$ cat src/rtl/carfield_pkg.sv
// ----------------------------------------------------------------------------
// carfield_pkg: shared reg-bus types and register-arbiter constants.
// Revision: 1.0
// ----------------------------------------------------------------------------
`default_nettype none

package carfield_pkg;

  typedef struct packed {
    logic [31:0] addr;
    logic        write;
    logic [31:0] wdata;
    logic [3:0]  wstrb;
    logic        valid;
  } carfield_a32_d32_reg_req_t;

  typedef struct packed {
    logic [31:0] rdata;
    logic        error;
    logic        ready;
  } carfield_a32_d32_reg_rsp_t;

  localparam int          CarRegArbNumReq  = 4;
  localparam int          CarRegArbTimeout = 255;
  localparam logic [31:0] CarRegArbErrData = 32'hBADC_AB1E;

endpackage

`default_nettype wire

$ cat src/rtl/carfield_reg_arb_rr.sv
// ----------------------------------------------------------------------------
// carfield_reg_arb_rr: combinational round-robin pick, first valid at/after ptr.
// Revision: 1.0
// ----------------------------------------------------------------------------
`default_nettype none

module carfield_reg_arb_rr #(
  parameter int NumReq = 4
) (
  input  logic [NumReq-1:0]         valid_i,
  input  logic [$clog2(NumReq)-1:0] ptr_i,
  output logic [$clog2(NumReq)-1:0] idx_o,
  output logic                      found_o
);

  localparam int IdxW = $clog2(NumReq);

  int              pos;
  logic [IdxW-1:0] pos_idx;

  always_comb begin
    idx_o   = '0;
    found_o = 1'b0;
    pos     = 0;
    pos_idx = '0;
    for (int i = 0; i < NumReq; i++) begin
      pos = int'(ptr_i) + i;
      if (pos >= NumReq) pos = pos - NumReq;
      pos_idx = IdxW'(pos);
      if (!found_o && valid_i[pos_idx]) begin
        found_o = 1'b1;
        idx_o   = pos_idx;
      end
    end
  end

endmodule

`default_nettype wire

$ cat src/rtl/carfield_reg_arb.sv
// ----------------------------------------------------------------------------
// carfield_reg_arb: round-robin N:1 reg-bus arbiter; optional target timeout
// enabled by CARFIELD_REG_ARB_TIMEOUT_EN.  Revision: 1.0
// ----------------------------------------------------------------------------
`default_nettype none

module carfield_reg_arb import carfield_pkg::*; #(
  parameter int NumReq        = CarRegArbNumReq,
  parameter int TimeoutCycles = CarRegArbTimeout
) (
  input  logic                                   clk_i,
  input  logic                                   rst_i,
  input  carfield_a32_d32_reg_req_t [NumReq-1:0] slv_req_i,
  output carfield_a32_d32_reg_rsp_t [NumReq-1:0] slv_rsp_o,
  output carfield_a32_d32_reg_req_t              mst_req_o,
  input  carfield_a32_d32_reg_rsp_t              mst_rsp_i,
  output logic [$clog2(NumReq)-1:0]              gnt_idx_o,
  output logic                                   busy_o,
  output logic                                   timeout_o
);

  localparam int IdxW = $clog2(NumReq);

  if (NumReq < 2 || NumReq > 8 || TimeoutCycles < 2) begin : g_param_check
    $error("carfield_reg_arb: illegal NumReq or TimeoutCycles");
  end

`ifdef CARFIELD_REG_ARB_TIMEOUT_EN
  typedef enum logic [1:0] {IDLE = 2'd0, BUSY = 2'd1, TO_RSP = 2'd2} state_e;
  localparam int CntW = $clog2(TimeoutCycles + 1);
  logic [CntW-1:0] cnt_q;
`else
  typedef enum logic [1:0] {IDLE = 2'd0, BUSY = 2'd1} state_e;
`endif

  state_e          state_q;
  logic [IdxW-1:0] rr_ptr_q;
  logic [IdxW-1:0] gnt_q;
  logic [IdxW-1:0] rr_next_d;
  logic [IdxW-1:0] pick_idx;
  logic            pick_found;
  logic [NumReq-1:0] req_valid;
  logic            hs;

  always_comb begin
    req_valid = '0;
    for (int k = 0; k < NumReq; k++) req_valid[k] = slv_req_i[k].valid;
  end

  carfield_reg_arb_rr #(.NumReq(NumReq)) u_rr (
    .valid_i (req_valid),
    .ptr_i   (rr_ptr_q),
    .idx_o   (pick_idx),
    .found_o (pick_found)
  );

  assign hs        = slv_req_i[gnt_q].valid & mst_rsp_i.ready;
  assign rr_next_d = (gnt_q == IdxW'(NumReq - 1)) ? '0 : gnt_q + 1'b1;

  always_ff @(posedge clk_i or posedge rst_i) begin
    if (rst_i) begin
      state_q  <= IDLE;
      rr_ptr_q <= '0;
      gnt_q    <= '0;
`ifdef CARFIELD_REG_ARB_TIMEOUT_EN
      cnt_q    <= '0;
`endif
    end else begin
      case (state_q)
        IDLE: begin
          if (pick_found) begin
            gnt_q   <= pick_idx;
            state_q <= BUSY;
`ifdef CARFIELD_REG_ARB_TIMEOUT_EN
            cnt_q   <= '0;
`endif
          end
        end
        BUSY: begin
          // A completed handshake wins over a timeout hitting the same cycle.
          if (hs) begin
            rr_ptr_q <= rr_next_d;
            state_q  <= IDLE;
          end else if (!slv_req_i[gnt_q].valid) begin
            state_q  <= IDLE;
`ifdef CARFIELD_REG_ARB_TIMEOUT_EN
          end else if (cnt_q == CntW'(TimeoutCycles - 1)) begin
            state_q  <= TO_RSP;
          end else begin
            cnt_q    <= cnt_q + 1'b1;
`endif
          end
        end
`ifdef CARFIELD_REG_ARB_TIMEOUT_EN
        TO_RSP: begin
          rr_ptr_q <= rr_next_d;
          state_q  <= IDLE;
        end
`endif
        default: state_q <= IDLE;
      endcase
    end
  end

  always_comb begin
    mst_req_o = '0;
    slv_rsp_o = '0;
    case (state_q)
      BUSY: begin
        mst_req_o        = slv_req_i[gnt_q];
        slv_rsp_o[gnt_q] = mst_rsp_i;
      end
`ifdef CARFIELD_REG_ARB_TIMEOUT_EN
      TO_RSP: begin
        slv_rsp_o[gnt_q].ready = 1'b1;
        slv_rsp_o[gnt_q].error = 1'b1;
        slv_rsp_o[gnt_q].rdata = CarRegArbErrData;
      end
`endif
      default: ;
    endcase
  end

  assign gnt_idx_o = gnt_q;
  assign busy_o    = (state_q != IDLE);
`ifdef CARFIELD_REG_ARB_TIMEOUT_EN
  assign timeout_o = (state_q == TO_RSP);
`else
  assign timeout_o = 1'b0;
`endif

endmodule

`default_nettype wire

$ cat config.mk
export PLATFORM = sky130hd
export DESIGN_NAME = carfield_reg_arb
export DESIGN_NICKNAME = d
export VERILOG_FILES = /design/src/rtl/carfield_pkg.sv /design/src/rtl/carfield_reg_arb_rr.sv /design/src/rtl/carfield_reg_arb.sv
export SDC_FILE = /design/constraint.sdc
export NUM_CORES = 1
export LEC_CHECK = 0
export CAP_MARGIN = 20
export CORE_AREA = 3 3 204 206
export CTS_CLUSTER_SIZE = 8
export DETAILED_ROUTE_END_ITERATION = 8
export DIE_AREA = 0 0 207 209
export PLACE_DENSITY_LB_ADDON = 0.05
export SLEW_MARGIN = 5
export SYNTH_ARGS = -nofsm -noshare
export SYNTH_HDL_FRONTEND = slang
export SYNTH_SLANG_ARGS = --single-unit
$ cat constraint.sdc
create_clock -name clk_i -period 2.24 [get_ports clk_i]
set_input_delay 0.672 -clock clk_i [delete_from_list [all_inputs] [get_ports clk_i]]
set_output_delay 0.672 -clock clk_i [all_outputs]
set_load 0.01 [all_outputs]
Word level (Yosys, flattened, before mapping)
Cells that the tools add are included.
W data, S select, Z words.

cells by class
  $lt $le $gt $ge = 10
  equality and inequality tests = 4
  bitwise gates (word level) = 2
  reductions and logical operators = 12
  add/sub/neg operators = 8
  multiplexer cells = 31

operators by type and width
  operator               number
  $bmux W70 S2           1
  $mux W70               2
  $and A136 B136 Y136    1
  $mux W136              1
  $demux W34 S2          1
  $mux W34               1
  $mux W2                12
  $lt A2 B3 Y1 const B   5
  $ge A3 B3 Y1 const B   3
  $bmux W1 S2            4
  $mux W1                8
  $sub A2 B1 Y2 const B  4
  $add A2 B2 Y3 const B  2
  $reduce_and A2 Y1      3
  $logic_and A1 B1 Y1    4
  $pmux W2 S2            1
  $add A2 B1 Y3 const B  1
  $ge A2 B3 Y1 const B   1
  $logic_not A1 Y1       3
  $ne A3 B3 Y1 const B   1
  $add A2 B1 Y2 const B  1
  $eq A2 B1 Y1 const B   1
  $eq A2 B2 Y1 const B   1
  $ge A2 B1 Y1 const B   1
  other kinds (4)        4

storage, ports and cells
  input bits = 316
  word-level logic and storage cells = 70
  output and inout bits = 210
  register bits after elaboration = 6

Depth between registers and ports, before layout
Gate-level depths: netlist of the first run.

  depth in word-level cells = 16
  mapped depth = 6

By module
Synthesis of the first run repeated with hierarchy kept, for this count alone.

unflattened totals
  cells, all modules = 367
  area, all modules = 3492.1 sq um

modules (own cells, without submodules)
  module               area each (sq um)  times used  sequential area each (sq um)  cells an instance
  carfield_reg_arb     3414.5             1           125.1                         352
  carfield_reg_arb_rr  77.6               1           0.0                           15

Worst setup path before layout of the first run
No wires, ideal clock.

  path type = flip-flop to output port
  from = register gnt_q[1], in the netlist gnt_idx_o[1]
  to = output port slv_rsp_o[38] (netlist bit)
  cell stages (with the launch flop) = 7
  arrival = 1.489 ns
  setup slack = 0.079 ns
  buffers on the path = 3
  path through = dfrtp_1 -> buf_2 -> buf_2 -> inv_1 -> ha_1 -> clkbuf_1 -> and3_1

RTL lines
  what                      line                    RTL
  start: declaration        carfield_reg_arb.sv:38  logic [IdxW-1:0] gnt_q;
  start signal: assignment  carfield_reg_arb.sv:72  gnt_q <= pick_idx;
  end: declaration          carfield_reg_arb.sv:14  output carfield_a32_d32_reg_rsp_t [NumReq-1:0] slv_rsp_o,

==> metrics.txt, run 1 <==
outcome=finished, violations left; failing checks=negative setup slack; Final setup viols=197; post-route ant nets=0; final core area utilization=0.300; sequential area share after synthesis=0.0358; Worst-path clk slew=approximately 0.030 ns; Cells after Synth=367; Port Buffers=~520; largest net degree at the start of global routing=28; worst-case clock buffer depth=2; initial core utilization=0.0877; post-detail-place hpwl=about 26000 um; dpl cells=~1.4k; via/cell ratio=3.83; R2R depth=6; setup ws final=-0.409 ns; RSZ-0062 raised after global routing=true; critical path capture point type=output pin; total power=between 0.01 and 0.015 W; via count=5800; first-pass GRT wire length=between 40000 and 50000 um; cts bufs inserted=3; worst skew pair latency=approximately 0.23 ns; Post-Syn Area=3490 sq um; # DRC=0; register area=about 140 sq um; crit-path cells=buf_12, buf_8, buf_12, buf_4, mux4_2, and2_4, buf_6; net count reported at finish=approximately 1.3k; TritonRoute pass-1 iters=4; Critical Path Max Stage Delay=roughly 0.54 ns; Slowest-stage cell, CP=dfrtp_4; CTS H-tree lvls=1; CP startpoint kind=register; Final period util=1.18; CP most frequent cell=buf_12; I/O pin count=526; Die Wd=~210 um; worst clock skew=between 0.003 and 0.004 ns; All-Layer GR Usage=0.148; FILL cells=4226; most frequent cells in the layout=buf_6, clkdlybuf4s50_1, and3_4; gr ovfl total=0; Post-Route WL=34200 um; core region area=between 30000 and 40000 sq um; Yosys reg bits=5; die area=around 43000 sq um; Netlist cell types=29; Setup WS pre-CTS=-0.727 ns; number of global-route vias before repair=between 6k and 7k; Area Overhead vs Synth=242%; clock sinks=5; proportion of layout cells with a drive suffix above 1=0.612; Post-Layout Cell Count=1513; CP Data Arrival Time=slightly below 2 ns; YS warnings=0; Peak VDD IR=around 0.00069 V; RePlAce Congestion=a little under 0.8; syn_nets=around 700; TritonCTS clock tree=yes; Crit Path Class=reg -> out; area occupied by multi-input gates=3860 sq um; worst-path fanout max=6; hold buffer count at cts=0; initial DRC count=between 200 and 250; HP Class=reg -> reg; drt wl/cell=between 20 and 25 um; max-cap violations=0; leakage power=between 5 and 6 nW; minimum clock period=2.65 ns; CP required=1.57 ns; initial antenna violation count=8; CTS root buffer=clkbuf_16; Peak Freq=377 MHz; row cnt=between 70 and 80; hold path cells=2; Final Max Slew Viols=0; die height=~210 um; leading cell type in the layout, fill and taps excluded=buf_6; Pwr per Cell Area=roughly 1100 nW/um^2; Mapped Avg Cell Area=roughly 9.5 sq um; final hold vios=0
cells in the mapped netlist (all sizes together):
library cell / number / share of area
a22o: 1 / 0.0025
and3: 136 / 0.24
mux2: 1 / 0.0032
nand3b: 2 / 0.0043
o21a: 1 / 0.0022
mux2i: 1 / 0.0029
and2: 69 / 0.12
inv: 5 / 0.0054
conb: 1 / 0.0011
mux4: 70 / 0.45
o21ai: 2 / 0.0029
a21o: 1 / 0.0022
nor2b: 3 / 0.0054
ha: 4 / 0.014
o32ai: 1 / 0.0025
nand3: 1 / 0.0029
o221ai: 1 / 0.0025
dfrtp: 5 / 0.036
nand2: 3 / 0.0032
nor2: 2 / 0.0022
o31ai: 1 / 0.0022
nor3: 1 / 0.0014
a21oi: 2 / 0.0029
buf: 18 / 0.040
clkbuf: 34 / 0.037
o2bb2ai: 1 / 0.0025
state kept, by name (all words and copies together) (netlist names):
| signal | flops |
|---|---|
| rr_ptr_q | 2 |
| state_q | 1 |
| gnt_idx_o | 2 |
kinds of logic after synthesis:
family / share of synthesized area
and+or+nand+nor: 0.387
muxes: 0.458
buffers and inverters: 0.0824
AOI/OAI and AO/OA: 0.0222
DFF: 0.0358
adders and majority gates: 0.0143
other: 0.00107
worst max-delay path, delay by kind of cell (launching register included):
family                 cells  cell delay, ns
muxes                      1            0.40
buffers and inverters      5            0.65
and+or+nand+nor            1            0.15
DFF                        1            0.54
metal layers:
metal / up-vias / routed length [um] / track usage
li1: 2683 / - / -
met1: 2785 / 12400 / 0.166
met2: 302 / 18400 / 0.283
met3: 26 / 2950 / 0.0455
met4: 4 / 382 / 0.0133
met5: - / 28 / 0
power by group:
group | leakage, nW | internal (W) | total [W] | switching [W]
sequential | 0.0575 | 0.000154 | 0.000255 | 0.000101
combinational | 5.06 | 0.00757 | 0.0123 | 0.00470
clock | 0.0382 | 0.000236 | 0.000296 | 0.0000602
final cells by class:
cell class | count | area share
timing repair buffer | 666 | 0.601
antenna | 3 | 0.000629
inverter | 5 | 0.00199
clock buffer | 4 | 0.00661
sequential | 5 | 0.0114
multi-input combinational | 305 | 0.324
tap | 525 | 0.0551
per-stage QoR:
stage,instance area [sq um],hold slack [ns],setup TNS [ns]
6_report,11900,0.578,-33.99
5_1_grt,11900,0.610,-45.25
4_1_cts,10600,0.581,-45.87
3_5_place_dp,9750,0.574,-89.95
3_3_place_gp,9750,0.569,-91.01
2_1_floorplan,3490,0.451,0
path summary, 6_finish.rpt:
| check | startpoint | end | slack [ns] |
|---|---|---|---|
| max | gnt_idx_o[0]$_DFFE_PP0P_ | mst_req_o[45] | -0.41 |
| min reg2reg | rr_ptr_q[0]$_DFFE_PP0P_ | rr_ptr_q[0]$_DFFE_PP0P_ | 0.58 |
| max reg2reg | gnt_idx_o[0]$_DFFE_PP0P_ | rr_ptr_q[1]$_DFFE_PP0P_ | 0.18 |
| min | rr_ptr_q[0]$_DFFE_PP0P_ | rr_ptr_q[0]$_DFFE_PP0P_ | 0.58 |
| min in group asynchronous | rst_i | state_q[0]$_DFFE_PP0P_ | 0.66 |
| max in group asynchronous | rst_i | gnt_idx_o[0]$_DFFE_PP0P_ | 1.35 |
repair_timing:
action / in CTS / in global routing
setup endpoints to repair: 208 / 206
buffers inserted: 63 / 27
resized for setup: 1008 / 425
cloned: 12 / 6
hold endpoints to repair: 0 / 0
pin swaps: 44 / 35
No activity file was read; power rests on OpenSTA's default activity.
==> run 2: changes to the inputs <==
- CTS_CLUSTER_DIAMETER: not set -> 30
==> results of run 2 <==
No change in the layout: final DEF, timing and power equal those of run 1.
==> edit: new RTL, config.mk and constraints of run 2 <==
Set the package constant `CarRegArbNumReq` to 2 (it was 4).
--- a/src/rtl/carfield_pkg.sv
+++ b/src/rtl/carfield_pkg.sv
@@ -20,7 +20,7 @@
     logic        ready;
   } carfield_a32_d32_reg_rsp_t;
 
-  localparam int          CarRegArbNumReq  = 4;
+  localparam int          CarRegArbNumReq  = 2;
   localparam int          CarRegArbTimeout = 255;
   localparam logic [31:0] CarRegArbErrData = 32'hBADC_AB1E;
 
Ports: changed (resized gnt_idx_o, slv_req_i and slv_rsp_o); port bits go from 526 to 317. No check against the original RTL was run, so the function may have changed too.
==> edit against run 2 <==
  * Sequential share of layout area is 0.33 points higher
  * Sequential cell count is 2 lower
  * Power down 67%
  * Clock power is 4% lower
  * Area after synthesis fell by 46%
  * Largest cell class unchanged
  * Global-route usage is 8.0 points lower
  * Cell area shrank 55%
  * Setup slack better by 0.41 ns
  * Non-clock buffer count fell by 321
  * Wire length decreased by 54%
  * Critical path depth is 1 lower
  * Worst hold slack worse by 0.059 ns
  * Largest power group unchanged
==> edit: results (changes against run 2) <==
status = finished, final reports clean
Layout Skew = 0.000752 ns (-0.00306 ns)
wire length on met3 = 1.17 mm (-60%)
CP arrival = 1.57 ns (-0.41 ns)
metal2 WL = 8.61 mm (-53%)
Seq/Total Area, Yosys = 4.00% (+0.42 points)
worst r2r path cells = 6 (unchanged)
DR iter-0 viols = 51 (-76%)
Filler cells = 4,646 (+9.9%)
Routed WL = 15.8 mm (-54%)
clock slew at reported path FFs = 0.03 ns (about the same)
GPL Wtd Cong = 0.677 (-14%)
Clock Latency Late Sink = 0.22 ns
Distinct cells, synth = 20 (-31%)
placed insts = 1,080 (-24%)
diode count = 0 (-3)
CTS buffer count = 3 (unchanged)
routed vias/inst = 2.79 (-27%)
top post-synthesis cells by count = 73 x nor2b_1, 70 x mux2i_1, 34 x and2_1, 34 x and3_1, 14 x clkbuf_1
Pleak = 2.63 nW (-49%)
VDD IR max = 311 uV (-55%)
post-route cell area = 5430 sq um (-55%)
Vias = 3,062 (-47%)
Syn Area/Cell = 7.45 sq um (-22%)
All-Layer GR Usage = 6.76% (-8.0 points)
Max Used Layer = met4
hpwl dp = 12.7 mm (-52%)
initial antenna violation count = 0 (-8)
hold path cells = 1 (-1)
port bufs = 315 (-40%)
largest net degree at the start of global routing = 32 (+14%)
Synth area leaders = mux2i_1 37%, nor2b_1 24%, and2_1 11%, and3_1 11%, dfrtp_1 4.0%
Nets = 750 (-43%)
DRT met1 WL = 5.92 mm (-52%)
number of global-route vias before repair = 3,259 (-47%)
Syn Nets = 428 (-38%)
critical path fanouts, max = 15 (+9)
layout cell share with drive strength beyond 1 = 29.8% (-31 points)
area post-placement = 5710 sq um (-41%)
global-route wire length before repair = 22.4 mm (-53%)
Final setup viols = 0 (-100%)
-- edit: cell types whose count changed after synthesis, moves of 20 or more --
cell      delta
nor2b_1     +70
mux4_2      -70
clkbuf_1    -20
mux2i_1     +69
and3_1     -102
and2_1      -35
-- edit: cell families after synthesis --
kind of cell	Yosys count	share of synthesized area, %
AO/OA/AOI/OAI	3	1.27
multiplexers	70	37.3
AND/OR/NAND/NOR	146	48.9
flip-flops	3	4.00
other	1	0.200
buffers and inverters	29	8.27
-- edit: layer usage --
layer  vias to the layer above  global-route usage, %
met5                         -                      0
met2                       159                   13.4
met4                         0                   1.05
met1                      1406                   7.11
li1                       1493                      -
met3                         4                   2.00
-- edit: critical path: stages (launching register included) --
cell	delay (ns)
dfrtp_4	0.49
buf_12	0.16
buf_4	0.14
clkbuf_16	0.17
mux2i_1	0.12
nor2b_1	0.11
buf_2	0.15
-- edit: path summary, 6_finish.rpt --
check	slack, ns	to	start
max reg2reg	0.84	rr_ptr_q	gnt_idx_o
max	0.002	mst_req_o[58]	gnt_idx_o
min in group asynchronous	0.63	rr_ptr_q	rst_i
max in group asynchronous	1.46	gnt_idx_o	rst_i
min	0.52	rr_ptr_q	rr_ptr_q
min reg2reg	0.52	rr_ptr_q	rr_ptr_q
-- edit: final cells by class --
| cell class | instances | area share, % |
|---|---|---|
| Clock buffer | 4 | 1.45 |
| Inverter | 1 | 0.0692 |
| Multi-Input combinational cell | 220 | 30.5 |
| Sequential cell | 3 | 1.48 |
| Tap cell | 525 | 12.1 |
| Timing Repair Buffer | 345 | 54.4 |
-- edit: report_power, final --
| group | internal, mW | switching [mW] |
|---|---|---|
| Combinational | 1.99 | 1.80 |
| Sequential | 0.0848 | 0.0316 |
| Clock | 0.235 | 0.0482 |
| Total | 2.31 | 1.88 |
-- edit: what timing repair did --
item | in CTS | in global routing
resized for setup | 500 | 54
setup endpoints to repair | 140 | 91
endpoints found under the hold margin | 0 | 0
buffers inserted | 12 | 2
gates cloned | 3 | 2
-- edit: per-stage QoR --
stage	setup TNS [ns]	power, mW	setup WS, ns
2_1_floorplan	0	1.94	0.453
3_3_place_gp	-39.30	4.19	-0.508
3_5_place_dp	-39.51	4.16	-0.520
4_1_cts	-0.297	4.48	-0.164
5_1_grt	-2.00	4.56	-0.0766
6_report	0	4.19	0.00184
